**src/rtl/seq_pkg.sv**
```systemverilog
// Shared types and width helpers for the seq_player pattern-sequence player.
package seq_pkg;

    typedef enum logic [0:0] {
        PLAY   = 1'b0,
        RESYNC = 1'b1
    } seq_state_t;

    function automatic int sel_width(input int num_seq);
        return (num_seq > 1) ? $clog2(num_seq) : 1;
    endfunction

    function automatic int step_width(input int steps);
        return (steps > 1) ? $clog2(steps) : 1;
    endfunction

endpackage

```
**src/rtl/pb_debounce.sv**
```systemverilog
// Push-button conditioner: 2-FF synchroniser, sampled history shift register,
// level hold with hysteresis and a one-cycle rising-edge pulse.
module pb_debounce
    import seq_pkg::*;
#(
    parameter int DB_DEPTH = 8
) (
    input  logic clk_50,
    input  logic reset,
    input  logic sample_en,
    input  logic noisy,
    output logic level,
    output logic rise
);

    logic [1:0]          sync_q, sync_d;
    logic [DB_DEPTH-1:0] hist_q, hist_d;
    logic                level_q, level_d;
    logic                rise_q, rise_d;

    // Next-state: synchronise, shift on sample strobe, update held level.
    always_comb begin
        sync_d  = {sync_q[0], noisy};
        hist_d  = hist_q;
        level_d = level_q;
        if (sample_en) begin
            hist_d = {hist_q[DB_DEPTH-2:0], sync_q[1]};
        end else begin
            hist_d = hist_q;
        end
        // Level moves only on a unanimous history; mixed histories hold it.
        if (&hist_d) begin
            level_d = 1'b1;
        end else if (~|hist_d) begin
            level_d = 1'b0;
        end else begin
            level_d = level_q;
        end
        rise_d = level_d & ~level_q;
    end

    // Conditioner state registers.
    always_ff @(posedge clk_50 or negedge reset) begin
        if (!reset) begin
            sync_q  <= 2'b00;
            hist_q  <= '0;
            level_q <= 1'b0;
            rise_q  <= 1'b0;
        end else begin
            sync_q  <= sync_d;
            hist_q  <= hist_d;
            level_q <= level_d;
            rise_q  <= rise_d;
        end
    end

    assign level = level_q;
    assign rise  = rise_q;

endmodule

```
**src/rtl/seq_player.sv**
```systemverilog
// Pattern-sequence player: debounced up/down sequence selector and step counter
// producing the pattern-ROM address. Define SEQ_WRAP_EN to wrap instead of saturate.
module seq_player
    import seq_pkg::*;
#(
    parameter  int NUM_SEQ  = 8,
    parameter  int STEPS    = 16,
    parameter  int DB_DEPTH = 8,
    parameter  int DB_DIV   = 50000,
    localparam int SW       = sel_width(NUM_SEQ),
    localparam int TW       = step_width(STEPS)
) (
    input  logic          clk_50,
    input  logic          reset,
    input  logic          pb_seq_up,
    input  logic          pb_seq_dn,
    input  logic          slow_tick,
    output logic [SW-1:0] seq_num,
    output logic [TW-1:0] step_num,
    output logic [SW+TW-1:0] rom_addr,
    output logic          seq_changed
);

    localparam int CW = $clog2(DB_DIV);

    logic [CW-1:0] cnt_q, cnt_d;
    logic          sample_en_s;
    logic          up_evt_s, dn_evt_s;
    logic [1:0]    levels_unused;

    logic [SW-1:0] seq_q, seq_d;
    logic [TW-1:0] step_q, step_d;
    seq_state_t    state_q, state_d;
    logic          changed_q, change_s;

    // Shared debounce sample divider.
    always_comb begin
        sample_en_s = (cnt_q == CW'(DB_DIV - 1));
        if (sample_en_s) begin
            cnt_d = '0;
        end else begin
            cnt_d = cnt_q + CW'(1);
        end
    end

    pb_debounce #(.DB_DEPTH(DB_DEPTH)) u_db_up (
        .clk_50    (clk_50),
        .reset     (reset),
        .sample_en (sample_en_s),
        .noisy     (pb_seq_up),
        .level     (levels_unused[0]),
        .rise      (up_evt_s)
    );

    pb_debounce #(.DB_DEPTH(DB_DEPTH)) u_db_dn (
        .clk_50    (clk_50),
        .reset     (reset),
        .sample_en (sample_en_s),
        .noisy     (pb_seq_dn),
        .level     (levels_unused[1]),
        .rise      (dn_evt_s)
    );

    // Sequence selector; simultaneous up/down cancel out.
    always_comb begin
        seq_d    = seq_q;
        change_s = 1'b0;
        if (up_evt_s && !dn_evt_s) begin
`ifdef SEQ_WRAP_EN
            seq_d    = seq_q + SW'(1);
            change_s = 1'b1;
`else
            if (seq_q != SW'(NUM_SEQ - 1)) begin
                seq_d    = seq_q + SW'(1);
                change_s = 1'b1;
            end else begin
                seq_d    = seq_q;
                change_s = 1'b0;
            end
`endif
        end else if (dn_evt_s && !up_evt_s) begin
`ifdef SEQ_WRAP_EN
            seq_d    = seq_q - SW'(1);
            change_s = 1'b1;
`else
            if (seq_q != SW'(0)) begin
                seq_d    = seq_q - SW'(1);
                change_s = 1'b1;
            end else begin
                seq_d    = seq_q;
                change_s = 1'b0;
            end
`endif
        end else begin
            seq_d    = seq_q;
            change_s = 1'b0;
        end
    end

    // Step state machine; a sequence change overrides any coincident tick.
    always_comb begin
        state_d = state_q;
        step_d  = step_q;
        if (change_s) begin
            state_d = RESYNC;
            step_d  = '0;
        end else begin
            case (state_q)
                PLAY: begin
                    if (slow_tick) begin
                        step_d = step_q + TW'(1);
                    end else begin
                        step_d = step_q;
                    end
                end
                RESYNC: begin
                    if (slow_tick) begin
                        state_d = PLAY;
                    end else begin
                        state_d = RESYNC;
                    end
                end
                default: begin
                    state_d = PLAY;
                    step_d  = '0;
                end
            endcase
        end
    end

    // Player state registers.
    always_ff @(posedge clk_50 or negedge reset) begin
        if (!reset) begin
            cnt_q     <= '0;
            seq_q     <= '0;
            step_q    <= '0;
            state_q   <= PLAY;
            changed_q <= 1'b0;
        end else begin
            cnt_q     <= cnt_d;
            seq_q     <= seq_d;
            step_q    <= step_d;
            state_q   <= state_d;
            changed_q <= change_s;
        end
    end

    assign seq_num     = seq_q;
    assign step_num    = step_q;
    assign rom_addr    = {seq_q, step_q};
    assign seq_changed = changed_q;

endmodule

```
**config.mk**
```make
export PLATFORM = sky130hd
export DESIGN_NAME = seq_player
export DESIGN_NICKNAME = d
export VERILOG_FILES = /design/src/rtl/seq_pkg.sv /design/src/rtl/pb_debounce.sv /design/src/rtl/seq_player.sv
export SDC_FILE = /design/constraint.sdc
export NUM_CORES = 1
export LEC_CHECK = 0
export CORE_ASPECT_RATIO = 0.5
export CORE_MARGIN = 5
export CORE_UTILIZATION = 45
export DETAILED_ROUTE_END_ITERATION = 16
export PLACE_DENSITY = 0.75
export SLEW_MARGIN = 10
export SYNTH_ARGS = -nofsm -noshare
export SYNTH_HDL_FRONTEND = slang
export SYNTH_SLANG_ARGS = --single-unit
export TNS_END_PERCENT = 30
```
**constraint.sdc**
```tcl
create_clock -name clk_50 -period 4.1 [get_ports clk_50]
set_input_delay 0.82 -clock clk_50 [delete_from_list [all_inputs] [get_ports clk_50]]
set_output_delay 0.82 -clock clk_50 [all_outputs]
set_load 0.02 [all_outputs]
```
==> qor.csv <==
metric,value,unit
Initial Util,46.8,%
Total Routing Usage GR,12.9,%
PnR Total Power,1060,uW
arrival time worst endpoint,1540,ps
Die Area,6800,um^2
"CTS clk-pin slew, worst paths",80,ps
Comb power frac,17.5,%
most common cell in the netlist,nand2_1,
Vias,1578,
fin nets,249,
WP buf/inv,1,
worst vdd ir,0.000280,V
CTS max path bufs,2,
CP required,3280,ps
fill count,447,
Hold Crit Class,reg -> reg,
Max Cap Violations,0,
Syn Area/Cell,10.2,um^2
sw frac,24.9,%
first-pass GRT wire length,6.87,mm
crit path kind,reg -> out,
"Clk Latency, worst-skew pair",300,ps
Post-synth top flop,dfrtp_1,
Synth area leaders,"dfrtp_1 53%, nand2_1 8.2%, xnor2_1 3.0%, xor2_1 2.6%, buf_4 2.3%",
routed len/inst,12.3,um
Antenna Nets Post-Route,0,
post-synthesis cell count,228,
Rel. slew slack,30.2,%
setup TNS,0,ps
"Distinct cells, synth",40,
Sequential Power Share,50.2,%
row count,18,
Synthesized Nets,238,
Power Density,405,nW/um^2
final slew viol count,0,
TritonCTS Buffers,5,
HPWL after detailed placement,2.66,mm
clock skew,9.05,ps
Total Routed Length,3.80,mm
"CP delay by family, top",buffers and inverters,
CTS Root Cell,clkbuf_8,
Die Span X,112,um
Synth top cells by count,"51 x nand2_1, 49 x dfrtp_1, 13 x nor2_1",
fin cells,310,
clock power share,32.3,%
Psw,263,uW
H-tree depth,2,
global placement routability congestion,0.808,
Setup crit end kind,output port,
Int Power,795,uW
"EDFF count, synth",0,
I/O Pins,20,
Critical-path top delay cell,clkdlybuf4s50_1,
setup bufs post-CTS,0,
final worst path period share,57.5,%
fin crit period,2360,ps
vias per inst,5.09,
#FFs+latches synth,49,
Post-synth ARST share,100,%
Cells after DPL,302,
layout cells sized above 1,8.75,%
post-CTS sizing,0,
total clock sinks,49,
Yosys top cell area share,52.6,%
GRT Residual Overflow,0,
vias in the first global route,1520,
Worst-Margin Slew,1050,ps
area of the mapped netlist,2330,um^2
crit-path max FO,11,
P_leak,0.00120,uW
drt pass-1 iters,4,
leading area contributor after synthesis,dfrtp_1,
drt initial violations,84,
Remaining DRCs,0,
outcome,finished clean,
hold_buf cts,0,
core area,4980,um^2
flop2flop setup slack,1820,ps
endpoints failing hold,0,
Finish-stage setup viols,0,
max frequency,0.424,GHz
ant diodes,0,
buffers added on ports,19,
die height,60.9,um
Syn. warnings,0,
CP Cell Sequence,clkdlybuf4s50_1,
RSZ-0062 raised after global routing,no,
Crit path largest cell delay,680,ps
CTS tree,built,
Layout area overhead,12.1,%
pin count of the biggest net entering global routing,50,
initial antenna violation count,0,
register area share after synthesis,52.6,%
startpoint types,flop,
[cell families after synthesis]
| logic type | synth area share, % |
|---|---|
| and+or+nand+nor | 23.8 |
| DFF | 52.6 |
| AOI/OAI and AO/OA | 8.00 |
| buffers and inverters | 6.01 |
| xor gates and xnor gates | 5.64 |
| adders and majority gates | 3.01 |
| muxes | 0.859 |
[cell type report]
cell class / count / area [um^2] / area share [%]
Sequential cell: 49 / 1230 / 46.9
Multi-Input combinational cell: 155 / 963 / 36.9
Timing Repair Buffer: 19 / 185 / 7.09
Tap cell: 70 / 87.6 / 3.35
Clock buffer: 7 / 86.3 / 3.30
Inverter: 9 / 33.8 / 1.29
Clock inverter: 1 / 30.0 / 1.15
[flip-flops by register name (all words and copies together) (netlist names)]
name / flops
u_db_dn.hist_q: 8
u_db_up.level: 1
u_db_dn.rise: 1
u_db_up.hist_q: 8
u_db_dn.sync_q: 2
step_num: 4
seq_changed: 1
u_db_dn.level: 1
state_q: 1
seq_num: 3
u_db_up.sync_q: 2
cnt_q: 16
u_db_up.rise: 1
[layer usage]
metal | part of all wire (%) | GRT usage [%] | vias up
li1 | - | - | 793
met5 | 0 | 0 | -
met4 | 1.4 | 5.89 | 0
met1 | 51 | 16.2 | 753
met2 | 44 | 21.4 | 28
met3 | 4.1 | 3.69 | 4
[cells in the final DEF (no fill, tap or decap), types with 3 or more instances in the layout]
cell type / netlist / final
nand2_1: 51 / 51
dfrtp_1: 49 / 49
clkdlybuf4s50_1: 0 / 18
nor2_1: 13 / 13
inv_1: 9 / 9
nand4_1: 8 / 8
xnor2_1: 8 / 8
nand3_1: 7 / 7
xor2_1: 7 / 7
clkbuf_8: 0 / 6
nor3_1: 5 / 5
and4_1: 4 / 4
a21o_1: 4 / 4
nor2b_1: 4 / 4
o21ai_0: 4 / 4
ha_1: 4 / 4
a21oi_2: 3 / 3
[worst paths after layout]
path,cells past startpoint,to,startpoint
setup / recovery,1,rom_addr[4],seq_num[0]
hold / removal,0,u_db_up.sync_q[1],u_db_up.sync_q[0]
setup reg to reg,5,u_db_dn.level,cnt_q[0]
hold reg to reg,0,u_db_up.sync_q[1],u_db_up.sync_q[0]
max in group asynchronous,1,step_num[2],reset
min in group asynchronous,1,u_db_dn.hist_q[0],reset
[power by group through the flow]
stage                     Clock, uW  Sequential, uW  Combinational, uW
after floorplan                   0             563               91.4
after global placement            0             539                186
after detailed placement          0             542                189
after CTS                       356             532                190
after global routing            383             536                199
final                           341             531                186
[stage by stage]
step / util [%] / hold slack, ps / instance area, um^2 / setup slack, ps
after floorplan: - / 331 / 2330 / 2320
after global placement: 50.2 / 331 / 2500 / 1930
after detailed placement: 50.2 / 336 / 2500 / 1830
after CTS: 52.5 / 356 / 2610 / 1720
after global routing: 52.5 / 362 / 2610 / 1630
final: 52.5 / 352 / 2610 / 1740
Note: power is estimated with default switching activity, not from simulation.
